--- src/rtl/shifter_pipe_pkg.sv ---
// Shared opcode encodings and elaboration-time configuration check for the
// pipelined barrel shifter.
package shifter_pkg;

   localparam logic [2:0] OP_ROL = 3'b000;
   localparam logic [2:0] OP_SLL = 3'b001;
   localparam logic [2:0] OP_ROR = 3'b010;
   localparam logic [2:0] OP_SRL = 3'b011;
   localparam logic [2:0] OP_SRA = 3'b100;

   // Width must be a power of two >= 4 with one pipeline stage per shift-amount bit.
   function automatic bit shamt_width_ok(input int operand_width, input int shamt_width);
      return (operand_width >= 4) &&
             ((operand_width & (operand_width - 1)) == 0) &&
             (shamt_width == $clog2(operand_width));
   endfunction

endpackage

--- src/rtl/shifter_pipe_if.sv ---
// Valid/ready operation and result channels of the pipelined shifter.
// The slave modport is the shifter; the master modport is its producer/consumer.
interface shifter_pipe_if #(
   parameter int OPERAND_WIDTH  = 16,
   parameter int SHAMT_WIDTH    = 4,
   parameter int NUM_OPERATIONS = 3,
   parameter int TAG_WIDTH      = 4
);

   logic                      in_valid;
   logic                      in_ready;
   logic [OPERAND_WIDTH-1:0]  In;
   logic [SHAMT_WIDTH-1:0]    ShAmt;
   logic [NUM_OPERATIONS-1:0] Oper;
   logic [TAG_WIDTH-1:0]      in_tag;
   logic                      out_valid;
   logic                      out_ready;
   logic [OPERAND_WIDTH-1:0]  Out;
   logic [TAG_WIDTH-1:0]      out_tag;

   modport master (
      output in_valid, In, ShAmt, Oper, in_tag, out_ready,
      input  in_ready, out_valid, Out, out_tag
   );

   modport slave (
      input  in_valid, In, ShAmt, Oper, in_tag, out_ready,
      output in_ready, out_valid, Out, out_tag
   );

endinterface

--- src/rtl/shifter_pipe_stage.sv ---
// One pipeline stage: conditionally shifts by 2**STAGE according to its own
// shift-amount bit, then registers data, sideband and valid under a hold enable.
module shifter_stage #(
   parameter int OPERAND_WIDTH  = 16,
   parameter int SHAMT_WIDTH    = 4,
   parameter int NUM_OPERATIONS = 3,
   parameter int TAG_WIDTH      = 4,
   parameter int STAGE          = 0
) (
   input  logic                      clk,
   input  logic                      rst,
   input  logic                      advance,
   input  logic                      vld_prev,
   input  logic [OPERAND_WIDTH-1:0]  data_prev,
   input  logic [SHAMT_WIDTH-1:0]    shamt_prev,
   input  logic [NUM_OPERATIONS-1:0] oper_prev,
   input  logic [TAG_WIDTH-1:0]      tag_prev,
   output logic                      vld,
   output logic [OPERAND_WIDTH-1:0]  data,
   output logic [SHAMT_WIDTH-1:0]    shamt,
   output logic [NUM_OPERATIONS-1:0] oper,
   output logic [TAG_WIDTH-1:0]      tag
);
   import shifter_pkg::*;

   localparam int SHIFT = 1 << STAGE;

   localparam logic [NUM_OPERATIONS-1:0] ROL = NUM_OPERATIONS'(OP_ROL);
   localparam logic [NUM_OPERATIONS-1:0] SLL = NUM_OPERATIONS'(OP_SLL);
   localparam logic [NUM_OPERATIONS-1:0] ROR = NUM_OPERATIONS'(OP_ROR);
   localparam logic [NUM_OPERATIONS-1:0] SRL = NUM_OPERATIONS'(OP_SRL);
   localparam logic [NUM_OPERATIONS-1:0] SRA = NUM_OPERATIONS'(OP_SRA);

   logic signed [OPERAND_WIDTH-1:0] data_s;
   logic        [OPERAND_WIDTH-1:0] shifted;

   assign data_s = data_prev;

   // Reserved opcodes fall into the default arm and pass the operand through.
   always_comb begin
      shifted = data_prev;
      if (shamt_prev[STAGE]) begin
         case (oper_prev)
            ROL:     shifted = {data_prev[OPERAND_WIDTH-SHIFT-1:0],
                                data_prev[OPERAND_WIDTH-1:OPERAND_WIDTH-SHIFT]};
            SLL:     shifted = data_prev << SHIFT;
            ROR:     shifted = {data_prev[SHIFT-1:0],
                                data_prev[OPERAND_WIDTH-1:SHIFT]};
            SRL:     shifted = data_prev >> SHIFT;
            SRA:     shifted = data_s >>> SHIFT;
            default: shifted = data_prev;
         endcase
      end
   end

   // ---- stage register boundary ----
   always_ff @(posedge clk or posedge rst) begin
      if (rst) begin
         vld   <= 1'b0;
         data  <= '0;
         shamt <= '0;
         oper  <= '0;
         tag   <= '0;
      end else if (advance) begin
         vld   <= vld_prev;
         data  <= shifted;
         shamt <= shamt_prev;
         oper  <= oper_prev;
         tag   <= tag_prev;
      end
   end

endmodule

--- src/rtl/shifter_pipe.sv ---
// Pipelined barrel shifter: one shift-amount bit resolved per registered stage,
// global-stall valid/ready flow control, one operation per cycle.
module shifter_pipe #(
   parameter int OPERAND_WIDTH  = 16,
   parameter int SHAMT_WIDTH    = 4,
   parameter int NUM_OPERATIONS = 3,
   parameter int TAG_WIDTH      = 4
) (
   input logic           clk,
   input logic           rst,
   shifter_pipe_if.slave bus
);
   import shifter_pkg::*;

   if (!shamt_width_ok(OPERAND_WIDTH, SHAMT_WIDTH)) begin : g_bad_cfg
      $error("shifter_pipe: OPERAND_WIDTH must be a power of two >= 4 and SHAMT_WIDTH its log2");
   end

   // Element k feeds stage k; element SHAMT_WIDTH is the final register set.
   logic                      vld_p   [0:SHAMT_WIDTH];
   logic [OPERAND_WIDTH-1:0]  data_p  [0:SHAMT_WIDTH];
   logic [SHAMT_WIDTH-1:0]    shamt_p [0:SHAMT_WIDTH];
   logic [NUM_OPERATIONS-1:0] oper_p  [0:SHAMT_WIDTH];
   logic [TAG_WIDTH-1:0]      tag_p   [0:SHAMT_WIDTH];

   logic advance;
   logic unused_tail;

   // Whole pipe moves together unless a finished result is being held back.
   assign advance      = !vld_p[SHAMT_WIDTH] || bus.out_ready;
   assign bus.in_ready = advance;

   assign vld_p[0]   = bus.in_valid && advance;
   assign data_p[0]  = bus.In;
   assign shamt_p[0] = bus.ShAmt;
   assign oper_p[0]  = bus.Oper;
   assign tag_p[0]   = bus.in_tag;

   for (genvar k = 0; k < SHAMT_WIDTH; k++) begin : g_stage
      shifter_stage #(
         .OPERAND_WIDTH  (OPERAND_WIDTH),
         .SHAMT_WIDTH    (SHAMT_WIDTH),
         .NUM_OPERATIONS (NUM_OPERATIONS),
         .TAG_WIDTH      (TAG_WIDTH),
         .STAGE          (k)
      ) u_stage (
         .clk        (clk),
         .rst        (rst),
         .advance    (advance),
         .vld_prev   (vld_p[k]),
         .data_prev  (data_p[k]),
         .shamt_prev (shamt_p[k]),
         .oper_prev  (oper_p[k]),
         .tag_prev   (tag_p[k]),
         .vld        (vld_p[k+1]),
         .data       (data_p[k+1]),
         .shamt      (shamt_p[k+1]),
         .oper       (oper_p[k+1]),
         .tag        (tag_p[k+1])
      );
   end

   assign bus.out_valid = vld_p[SHAMT_WIDTH];
   assign bus.Out       = data_p[SHAMT_WIDTH];
   assign bus.out_tag   = tag_p[SHAMT_WIDTH];

   // Shift amount and opcode are spent by the time they leave the last stage.
   assign unused_tail = ^{shamt_p[SHAMT_WIDTH], oper_p[SHAMT_WIDTH]};

endmodule
--- src/flat_wrapper.sv ---
// flat-port wrapper written by rule: the top's interface ports become plain ports
module shifter_pipe_flat import shifter_pkg::*;
#(
   parameter int OPERAND_WIDTH  = 16,
   parameter int SHAMT_WIDTH    = 4,
   parameter int NUM_OPERATIONS = 3,
   parameter int TAG_WIDTH      = 4
)
  (clk, rst, bus_in_valid, bus_In, bus_ShAmt, bus_Oper, bus_in_tag, bus_out_ready, bus_in_ready, bus_out_valid, bus_Out, bus_out_tag);
  shifter_pipe_if #(.OPERAND_WIDTH(OPERAND_WIDTH), .SHAMT_WIDTH(SHAMT_WIDTH), .NUM_OPERATIONS(NUM_OPERATIONS), .TAG_WIDTH(TAG_WIDTH)) bus_i ();
  input logic clk;
  input logic rst;
  input wire logic [$bits(bus_i.in_valid)-1:0] bus_in_valid;
  input wire logic [$bits(bus_i.In)-1:0] bus_In;
  input wire logic [$bits(bus_i.ShAmt)-1:0] bus_ShAmt;
  input wire logic [$bits(bus_i.Oper)-1:0] bus_Oper;
  input wire logic [$bits(bus_i.in_tag)-1:0] bus_in_tag;
  input wire logic [$bits(bus_i.out_ready)-1:0] bus_out_ready;
  output wire logic [$bits(bus_i.in_ready)-1:0] bus_in_ready;
  output wire logic [$bits(bus_i.out_valid)-1:0] bus_out_valid;
  output wire logic [$bits(bus_i.Out)-1:0] bus_Out;
  output wire logic [$bits(bus_i.out_tag)-1:0] bus_out_tag;
  assign bus_i.in_valid = bus_in_valid;
  assign bus_i.In = bus_In;
  assign bus_i.ShAmt = bus_ShAmt;
  assign bus_i.Oper = bus_Oper;
  assign bus_i.in_tag = bus_in_tag;
  assign bus_i.out_ready = bus_out_ready;
  assign bus_in_ready = bus_i.in_ready;
  assign bus_out_valid = bus_i.out_valid;
  assign bus_Out = bus_i.Out;
  assign bus_out_tag = bus_i.out_tag;
  shifter_pipe #(.OPERAND_WIDTH(OPERAND_WIDTH), .SHAMT_WIDTH(SHAMT_WIDTH), .NUM_OPERATIONS(NUM_OPERATIONS), .TAG_WIDTH(TAG_WIDTH)) u_core (.clk(clk), .rst(rst), .bus(bus_i));
endmodule
--- config.mk ---
export PLATFORM = sky130hd
export DESIGN_NAME = shifter_pipe_flat
export DESIGN_NICKNAME = d
export VERILOG_FILES = /design/src/rtl/shifter_pipe_pkg.sv /design/src/rtl/shifter_pipe_if.sv /design/src/rtl/shifter_pipe_stage.sv /design/src/rtl/shifter_pipe.sv /design/src/flat_wrapper.sv
export SDC_FILE = /design/constraint.sdc
export NUM_CORES = 1
export LEC_CHECK = 0
export BUFFER_PORTS_ARGS = -buffer_cell sky130_fd_sc_hd__buf_4
export CAP_MARGIN = 25
export CORE_ASPECT_RATIO = 1.5
export CORE_MARGIN = 2
export CORE_UTILIZATION = 25
export DETAILED_ROUTE_END_ITERATION = 10
export PLACE_DENSITY = 0.38
export RECOVER_POWER = 50
export SYNTH_ARGS = -nofsm -noshare
export SYNTH_HDL_FRONTEND = slang
export SYNTH_SLANG_ARGS = --single-unit
--- constraint.sdc ---
create_clock -name clk -period 4.7 [get_ports clk]
set_input_delay 0.705 -clock clk [delete_from_list [all_inputs] [get_ports clk]]
set_output_delay 0.705 -clock clk [all_outputs]
set_load 0.005 [all_outputs]
After elaboration in Yosys (flattened, before gate mapping)
Index checks and enable logic that the tools add are counted.
{"block": "totals", "ff_bits": 105, "inputBits": 31, "output_inout_bits": 22, "wordCells": 50}
{"block": "classes", "n_eq_ne": 16, "mux": 8, "reduce_logical": 8}
{"op": "$pmux W16 S5", "count": 3}
{"op": "$mux W16", "count": 4}
{"op": "$pmux W16 S4", "count": 1}
{"op": "$eq A3 B2 Y1 const B", "count": 8}
{"op": "$eq A3 B1 Y1 const B", "count": 4}
{"op": "$eq A3 B3 Y1 const B", "count": 4}
{"op": "$logic_not A3 Y1", "count": 4}
{"op": "$reduce_or A2 Y1", "count": 1}
{"op": "$logic_and A1 B1 Y1", "count": 1}
{"op": "$logic_not A1 Y1", "count": 1}
{"op": "$logic_or A1 B1 Y1", "count": 1}

Logic depth before layout (Yosys ltp)
Gate-level depths: netlist (run 1).
{"block": "logic_depth", "word_depth": 4, "mapped_depth": 6, "mapped_depth_nobuf": 5}

By module
Synthesis (run 1) repeated with hierarchy kept, for this count alone.
{"block": "hier_totals", "cells_unflattened": 598, "hier_area_um2": 6158.4}
{"module": "shifter_stage at u_core.g_stage[0].u_stage", "instances": 1, "cells_per_inst": 162, "area_each_um2": 1670.4, "seq_area_each_um2": 700.7}
{"module": "shifter_stage at u_core.g_stage[1].u_stage", "instances": 1, "cells_per_inst": 153, "area_each_um2": 1606.5, "seq_area_each_um2": 700.7}
{"module": "shifter_stage at u_core.g_stage[2].u_stage", "instances": 1, "cells_per_inst": 147, "area_each_um2": 1458.9, "seq_area_each_um2": 700.7}
{"module": "shifter_stage at u_core.g_stage[3].u_stage", "instances": 1, "cells_per_inst": 134, "area_each_um2": 1400.1, "seq_area_each_um2": 700.7}
{"module": "shifter_pipe", "instances": 1, "cells_per_inst": 2, "area_each_um2": 22.5, "seq_area_each_um2": 0.0}

Least setup slack after synthesis (run 1)
OpenSTA, ideal clock, no wires.
{"block": "synth_timing", "path_kind": "input -> output", "start": "input bus_out_ready", "end": "output bus_in_ready", "arrival_time_ns": 1.261, "required_time_ns": 3.995, "setup_slack_ns": 2.734, "path_stages": 4, "cell_sequence": "nor2b_4 -> inv_2 -> buf_4 -> clkbuf_1"}
{"block": "synth_via", "elab_chain_len": 1}
{"item": "start, declared", "line_no": "flat_wrapper.sv:18", "source": "input wire logic [$bits(bus_i.out_ready)-1:0] bus_out_ready;"}
{"item": "$logic_or A1 B1 Y1", "line_no": "shifter_pipe.sv:30", "source": "assign advance = !vld_p[SHAMT_WIDTH] || bus.out_ready;"}
{"item": "end, declared", "line_no": "flat_wrapper.sv:19", "source": "output wire logic [$bits(bus_i.in_ready)-1:0] bus_in_ready;"}
No other way between the ends.

==> results of run 1 <==
==> power by group through the flow <==
stage               combinational, W  sequential [W]  clock, W
finish                       0.00139         0.00171  0.000807
global route                 0.00159         0.00178  0.000872
CTS                          0.00143         0.00172  0.000831
detailed placement           0.00143         0.00174         0
global placement             0.00141         0.00172         0
floorplan                    0.00126         0.00149         0
==> sequential cells by signal, indices dropped and copies added (netlist names) <==
name / count
u_core.g_stage.u_stage.oper: 9
u_core.g_stage.u_stage.data: 64
u_core.g_stage.u_stage.tag: 16
u_core.g_stage.u_stage.shamt: 6
u_core.g_stage.u_stage.vld: 4
==> layer usage <==
layer  GRT usage, %  part of all wire [%]  up-vias
met2           22.9                    51      100
li1               -                     -     2088
met1           15.6                    43     2043
met5              0                     0        -
met4           5.06                   2.1        0
met3           1.80                   3.1       19
==> metrics by stage <==
| stage | setup WS (ns) | total power [W] | instance area [µm²] | hold WS (ns) |
|---|---|---|---|---|
| 2_1_floorplan | 1.40 | 0.00275 | 5200 | 0.430 |
| 3_3_place_gp | 2.16 | 0.00314 | 5590 | 0.449 |
| 3_5_place_dp | 2.12 | 0.00316 | 5590 | 0.448 |
| 4_1_cts | 2.17 | 0.00398 | 5910 | 0.465 |
| 5_1_grt | 1.41 | 0.00424 | 5900 | 0.488 |
| 6_report | 1.97 | 0.00391 | 5900 | 0.465 |
==> worst min-delay path, stage by stage (launching register included) <==
cell	delay (ns)
sky130_fd_sc_hd__dfrtp_1	0.34
sky130_fd_sc_hd__nand2_1	0.05
sky130_fd_sc_hd__nand2_1	0.04
==> kinds of logic after synthesis <==
logic type / count (synthesis) / synth area share (%)
AO/OA/AOI/OAI: 214 / 29.1
buffers and inverters: 71 / 7.56
flip-flops: 99 / 47.7
multiplexers: 2 / 0.409
AND/OR/NAND/NOR: 183 / 15.3
==> worst max path at each step <==
stage | startpoint | to | slack, ns | cells after the start
after floorplan | rst | u_core.g_stage[0].u_stage.data[0] | 1.40 | 1
after global placement | bus_out_ready | u_core.g_stage[0].u_stage.data[1] | 2.16 | 7
after detailed placement | bus_out_ready | u_core.g_stage[0].u_stage.data[8] | 2.12 | 7
after CTS | u_core.g_stage[3].u_stage.vld | bus_in_ready | 2.17 | 4
after global routing | rst | u_core.g_stage[2].u_stage.data[1] | 1.41 | 3
final | rst | u_core.g_stage[1].u_stage.data[0] | 1.97 | 3
==> final cells by class <==
cell class	instances	area [µm²]	share of cell area, %
flip-flops and latches	99	2480	42.0
multi-input cells	399	2320	39.3
repair buffers	55	409	6.94
well taps	264	330	5.60
clock buffers	9	225	3.82
clock inverters	7	98.8	1.68
inverters	10	38.8	0.658
==> layout by cell type, fill, tap and decap left out, types with 5 or more instances in the layout <==
master                      count
sky130_fd_sc_hd__nand2_1      128
sky130_fd_sc_hd__dfrtp_1       99
sky130_fd_sc_hd__o21ai_0       39
sky130_fd_sc_hd__o22ai_1       36
sky130_fd_sc_hd__buf_4         32
sky130_fd_sc_hd__a21oi_1       27
sky130_fd_sc_hd__nor2_1        22
sky130_fd_sc_hd__clkbuf_4      22
sky130_fd_sc_hd__a31oi_1       15
sky130_fd_sc_hd__a221o_1       14
sky130_fd_sc_hd__a211oi_1      13
sky130_fd_sc_hd__a221oi_1      12
sky130_fd_sc_hd__o221ai_1      12
sky130_fd_sc_hd__clkbuf_16      9
sky130_fd_sc_hd__nor2b_1        8
sky130_fd_sc_hd__nand2b_1       8
sky130_fd_sc_hd__a21o_1         8
sky130_fd_sc_hd__a22oi_1        8
sky130_fd_sc_hd__inv_1          5
==> results, run 1 <==
- The origin of the worst min-delay path is u_core.g_stage[3].u_stage.data[3].
- The total standard cell area after synthesis is 0.00520 mm².
- The largest individual stage delay along the critical path comes from the cell sky130_fd_sc_hd__clkinvlp_2.
- The total area inside the core boundary comes to 0.0204 mm².
- Yosys printed 0 warnings.
- The per-cell via count in the routed design is 5.04.
- The maximum level of the CTS H-tree is 3.
- The setup fix buffers added after clock tree synthesis is 0.
- Counting distinct cell types in the post-synthesis netlist gives 51.
- The final core utilization is 28.9%.
- Relative to the synthesized area, the layout overhead comes to 13.5%.
- Data arrives at the worst endpoint at 3.20 ns.
- The count of buffers added on input and output ports is 52.
- The worst setup path is of the in2async kind.
- Along the worst hold path, the cell count comes to 2.
- After filler insertion, the fill cell instance count of the layout stands at 2180.
- Across the routed clock network, the largest skew measured is 0.00930 ns.
- Dividing the detail-routed wire length by the instance count gives 16.3 µm.
- The worst hold path endpoint is u_core.g_stage[3].u_stage.data[3].
- The length of the first detailed-routing pass in iterations is 5.
- The most common cell in the netlist is sky130_fd_sc_hd__nand2_1.
- In this run, the number of DRC markers left after iteration 0 of detailed routing was 354.
- The maximum number of pins on one net before global-route repair is 76.
- The worst slew margin relative to its limit is -106%.
- After detailed routing, the number of remaining DRC violations is 0.
- Summed over all cells, the static leakage comes to 2.45 nW.
- Yosys mapped a number of flops with a built-in enable equal to 0.
- After routing, the total negative slack on setup checks comes to 0 ns.
- The worst setup path is captured at an async pin.
- The buffer type at the clock tree root is sky130_fd_sc_hd__clkbuf_16.
- Per report_power, the combinational group accounts for 35.6% of the total.
- The cell row count is 64.
- Detailed placement finished with a half-perimeter wire length of 9.55 mm.
- The later pin in the worst-skew pair is clocked with a latency of 0.35 ns.
- The switching fraction of total power is 39.9%.
- In this run, flip-flops and latches consume 43.7% of the power.
- The starting density of the core is 25.4%.
- The number of top-level pins is 53.
- Synthesis inferred 99 register bits.
- Setup violations remaining at the end of the flow were counted as 0.
- Measured in cells, the most critical reg-to-reg path has a length of 6.
- The number of antenna diodes in the final layout is 0.
- The maximum buffer depth of the clock tree is 2.
- The sequential-to-total area share from yosys stat is 47.7%.
- The total routed wirelength is 13.7 mm.
- The clock net in this run drives a total of 99 sinks.
- Counting both buffers and inverters, the worst setup path holds a total of 3.
- In the post-synthesis netlist, the biggest area contributors are sky130_fd_sc_hd__dfrtp_1, sky130_fd_sc_hd__nand2_1, sky130_fd_sc_hd__o22ai_1.
- The number of global-route vias before repair came to 4205.
- The via count is 4250.
- The initial antenna violation count is 0.
- The flow ran to the end, but the final reports show violations.
- After clock tree synthesis, the clock-pin slew on the worst setup and hold paths is 0.07 ns.
- In this run the power spent charging and discharging nets is 0.00156 W.
- The shortest period the worst path allows is 2.73 ns.
- Of all nets on the critical path, the largest fanout is 67.
- The worst hold-check path type is reg2reg.
- The checks that failed: max-capacitance violations, max-slew violations.
- The critical register-to-register path startpoint is u_core.g_stage[3].u_stage.vld.
- STA puts the critical path data required time at 5.18 ns.
- Across all register-to-register paths, the minimum setup slack is 2.36 ns.
- The most used flip-flop cell after synthesis is sky130_fd_sc_hd__dfrtp_1.
- Traced cell by cell, the critical path runs through clkbuf_4 -> clkinvlp_2 -> buf_4.
- The clock network power share is 20.6%.
- Once detail routing completed, the nets flagged for antenna violations numbered 0.
- At the pin with the least slew margin, the transition time is 3.07 ns.
- The net count after synthesis is 600.
- The congestion estimate from routability-driven global placement came to 0.790.
- The top cell type by area accounts for 47.7% of the synthesized area.
- The worst register-to-register path ends at u_core.g_stage[0].u_stage.data[3].
- The top achievable clock speed is 0.367 GHz.
- Grouping stages by cell kind, the critical path spends the most delay in buffers and inverters.
- Setup repair after global routing left no endpoint under its margin.
- Clock tree synthesis inserted a total of 9 buffers.
- From bottom edge to top edge, the die measures 181 µm.
- The first global-routing pass estimated 22.7 mm of wire.
- The die area is 0.0220 mm².
- The global-route total usage across every layer is 12.9%.
- The final layout contains 605 nets.
- In the final layout, the share of cells above drive strength 1 is 15.4%.
- The remaining global-route overflow is 0.
- The max-capacitance violation count is 1.
- Gates resized during post-CTS repair numbered 0.
- STA classifies the critical path startpoint as an input pin.
- The number of cells in the finished layout apart from fillers is 843.
- The cell count after synthesis is 569.
- The total count of max-transition violations in the final report is 68.
- The internal power component is 0.00235 W.
- Dividing total power by cell area gives a power density of 664 mW/mm².
- The async set-or-reset flop fraction in the synthesized netlist is 100%.
- The count of endpoints failing hold in the final timing report is 0.
- By count the netlist is led by sky130_fd_sc_hd__nand2_1, sky130_fd_sc_hd__dfrtp_1, sky130_fd_sc_hd__o21ai_0.
- The worst-case IR drop observed on VDD is 214 µV.
- The stage delay of the slowest cell on the critical path is 1.72 ns.
- The worst path uses 58.0% of the clock period.
- The CTS tree is done.
- Each instance of the synthesized netlist takes up on average 9.13 µm².
- The number of buffers inserted for hold repair after clock tree synthesis is 0.
- The biggest area contributor in the post-synthesis netlist is sky130_fd_sc_hd__dfrtp_1.
- The number of placed instances, taps included, is 827.
- The die is 122 µm wide.
(Power assumes the default switching activity.)
==> run 2: changes to the inputs <==
--- a/config.mk
+++ b/config.mk
@@ -5,6 +5,7 @@
 export SDC_FILE = /design/constraint.sdc
 export NUM_CORES = 1
 export LEC_CHECK = 0
+export ABC_AREA = 1
 export BUFFER_PORTS_ARGS = -buffer_cell sky130_fd_sc_hd__buf_4
 export CAP_MARGIN = 25
 export CORE_ASPECT_RATIO = 1.5
==> constraint.sdc (replaced) <==
create_clock -name clk -period 2.75 [get_ports clk]
set_input_delay 0.4125 -clock clk [delete_from_list [all_inputs] [get_ports clk]]
set_output_delay 0.4125 -clock clk [all_outputs]
set_load 0.005 [all_outputs]
==> results, run 2 <==
- The flow ran to the end, and the final reports show no timing, DRC or antenna violations.
- Summing all multi-input logic gate instances after layout gives 0.00244 mm².
- The share of the synthesized area in the top cell type is 45.0%.
- In this run, synthesis inferred 0 flip-flops with an integrated enable.
- The shortest period the worst path allows is 1.93 ns.
- Once the clock tree was built, the resizer swapped 0 gates to a different size.
- The total of flip-flops plus latches after synthesis is 99.
- The max-capacitance violation count is 0.
- The cell with the largest stage delay on the worst path is sky130_fd_sc_hd__inv_2.
- Timing analysis after detailed placement gives a worst setup slack of 1.12 ns.
- The period utilization is 70.1%.
- The library cells used most frequently in the layout, excluding fill and tap cells, are sky130_fd_sc_hd__nand2_1, sky130_fd_sc_hd__dfrtp_1, sky130_fd_sc_hd__nor2_1, sky130_fd_sc_hd__nand3_1, sky130_fd_sc_hd__inv_1.
- Setup slack closes at 0.823 ns.
- Yosys attributes the largest share of cell area to sky130_fd_sc_hd__dfrtp_1, sky130_fd_sc_hd__nand2_1, sky130_fd_sc_hd__nand3_1.
- The setup-violating endpoint count in the final report is 0.
- The count of warnings emitted by yosys is 0.
- The met2 usage in global routing is 23.9%.
- The startpoint type of the worst setup path is a flip-flop.
- Ranked by instance count, the synthesized netlist is headed by sky130_fd_sc_hd__nand2_1, sky130_fd_sc_hd__dfrtp_1, sky130_fd_sc_hd__nand3_1, sky130_fd_sc_hd__nor2_1, sky130_fd_sc_hd__inv_1.
- The worst hold-check path type is in2async.
- The cell count after synthesis is 782.
- The tree is rooted in a sky130_fd_sc_hd__clkbuf_16.
- The number of flip-flops under the largest register name is 64.
- The total count of max-transition violations in the final report is 0.
- 0 antenna diodes ended up in the layout.
- The initial antenna violation count is 0.
- The cell row count is 66.
- The worst slew margin relative to its limit is 11.7%.
- The area inside the core boundary is 0.0216 mm².
- For this design, the CTS-stage hold fixing added 0 buffers.
- The post-detailed-route count of antenna-violating nets is 0.
- TritonCTS built the clock tree.
- The number of remaining DRC errors is 0.
- The cell area after placement is 0.00596 mm².
- The first routing iteration left 221 violations.
- For met3 alone, demand over resource in global routing was 2.01%.
- Across the routed clock network, the largest skew measured is 0.0114 ns.
- STA puts the critical path data required time at 2.34 ns.
- Walking the worst path, the cells encountered are inv_1 -> nor2_4 -> inv_2 -> buf_4.
- The number of buffers created by CTS is 9.
- Once the clock tree was built, the setup fixing pass inserted 0 buffers.
- During I/O placement, the number of pins put on the boundary was 53.
- The post-CTS clock slew at the launch and capture registers of the worst setup and hold paths is 0.07 ns.
- The worst path arrival time is 1.51 ns.
- The biggest area contributor in the post-synthesis netlist is sky130_fd_sc_hd__dfrtp_1.
- The die is 125 µm wide.
- The number of clock sinks seen by CTS is 99.
- Summing all flip-flop and latch instances after layout gives 0.00248 mm².
- The net count reported at finish is 829.
- The count of endpoints failing hold in the final timing report is 0.
- Fill cells in the final layout number 2403.
- The first global-routing pass estimated 24.0 mm of wire.
- The type of element capturing the critical path is an output port.
- By startpoint and endpoint, the worst setup path is classified as reg2out.
- After detailed routing, the number of vias per cell comes to 4.39.
- The layer flagged by global routing as most heavily used is met2.
- Adding up every negative setup slack in the final design gives 0 ns.
- The stage delay of the slowest cell on the critical path is 0.42 ns.
- The most common cell after layout, fill and taps aside is sky130_fd_sc_hd__nand2_1.
- The depth of the worst register-to-register path is 6.
- Across all hold checks on the routed design, the worst slack comes to 0.0570 ns.
- Along the worst path, the maximum fanout reaches 31.
- Global routing consumed, on the met1 layer, 13.6% of the routing resources.
- The via count is 4716.
- The net count after synthesis is 813.
- The die area is 0.0233 mm².
- The global placement routability congestion is 0.783.
- From synthesis to final layout, the design area changed by 13.9%.
- The register with the most flip-flops is u_core.g_stage.u_stage.data.
- The sequential-to-total area share from yosys stat is 45.0%.
- The total standard cell area after synthesis is 0.00551 mm².
- In this run the static leakage power is 3.20 nW.
- For the pin with the worst max-slew slack, the measured transition is 1.32 ns.
- The later pin in the worst-skew pair is clocked with a latency of 0.35 ns.
- The final core utilization is 29.0%.
- Wires add up to 14.3 mm.
- The largest registers in the layout are u_core.g_stage.u_stage.data (64), u_core.g_stage.u_stage.tag (16), u_core.g_stage.u_stage.oper (9).
- For this run the aggregate overflow at the end of global routing stands at 0.
- The post-detailed-placement half-perimeter wirelength is 10.3 mm.
- The count of different cell masters after synthesis is 23.
- The most used flip-flop cell after synthesis is sky130_fd_sc_hd__dfrtp_1.
- Measured along the y axis, the die boundary spans 186 µm.
- The maximum buffer depth of the clock tree is 2.
- The number of global-route vias before repair is 4891.
- The count of buffers inserted at the top-level ports is 52.
- With fillers left out, the area of the finished cells amounts to 0.00627 mm².
- The cell area power density is 1140 mW/mm².
- In the final routed layout, each cell accounts on average for 13.3 µm.
- The async set-or-reset flop fraction in the synthesized netlist is 100%.
- The maximum level of the CTS H-tree is 3.
- The top achievable clock speed is 0.519 GHz.
- The length of the first detailed-routing pass in iterations is 4.
- Across the VDD grid, the largest voltage drop is 487 µV.
- Entering global routing, the biggest net connects 137 pins.
- Dividing the synthesized area by the synthesized cell count gives 7.04 µm².
- Setup repair after global routing left no endpoint under its margin.
- In the final layout, the share of cells above drive strength 1 is 13.0%.
- The most common cell in the netlist is sky130_fd_sc_hd__nand2_1.
- The global-route total usage across every layer is 12.6%.
- Once the floorplan was initialized, standard cells occupied 25.5% of the core.
run 2: cell type report:
type | count | area share [%]
Timing Repair Buffer | 57 | 7.06
Multi-Input combinational cell | 569 | 38.9
Tap cell | 272 | 5.42
Clock buffer | 9 | 3.59
Clock inverter | 6 | 1.79
Sequential cell | 99 | 39.5
Inverter | 62 | 3.73
run 2: power by group:
group	total [W]	internal (W)	leakage, nW	switching (W)
combinational	0.00297	0.00109	1.85	0.00189
sequential	0.00269	0.00212	1.19	0.000569
clock	0.00146	0.000888	0.166	0.000571
total	0.00713	0.00410	3.20	0.00302
run 2: kinds of logic (layout without fill, tap and decap cells):
logic type	Yosys count	in the layout	synth area share, %
and+or+nand+nor	506	506	38.1
AOI/OAI and AO/OA	63	63	6.18
buffers and inverters	114	134	10.8
DFF	99	99	45.0
run 2: worst paths after layout:
kind	slack, ns	start	end
min in group clk	0.26	bus_in_tag[1]	u_core.g_stage[0].u_stage.tag[1]
max in group asynchronous	1.14	rst	u_core.g_stage[3].u_stage.data[5]
setup / recovery	0.82	u_core.g_stage[3].u_stage.vld	bus_in_ready
hold reg to reg	0.46	u_core.g_stage[2].u_stage.vld	u_core.g_stage[3].u_stage.vld
setup reg to reg	1.18	u_core.g_stage[0].u_stage.oper[1]	u_core.g_stage[1].u_stage.data[1]
hold / removal	0.06	rst	u_core.g_stage[2].u_stage.tag[1]
run 2: routing by layer:
layer  share of wire, %  wire [µm]
met4                3.1        448
met3                2.6        378
met1                 42       5950
met5                  0          0
met2                 52       7490
run 2: worst max-delay path, delay by kind of cell (launching register included):
family / cells / cell delay [ns]
buf+inv: 3 / 0.72
flops: 1 / 0.38
simple gates: 1 / 0.05
run 2: metrics by stage:
stage               cells  power [W]
floorplan             782    0.00502
CTS                  1074    0.00724
global placement     1059    0.00570
detailed placement   1059    0.00574
global route         1074    0.00782
finish               1074    0.00713
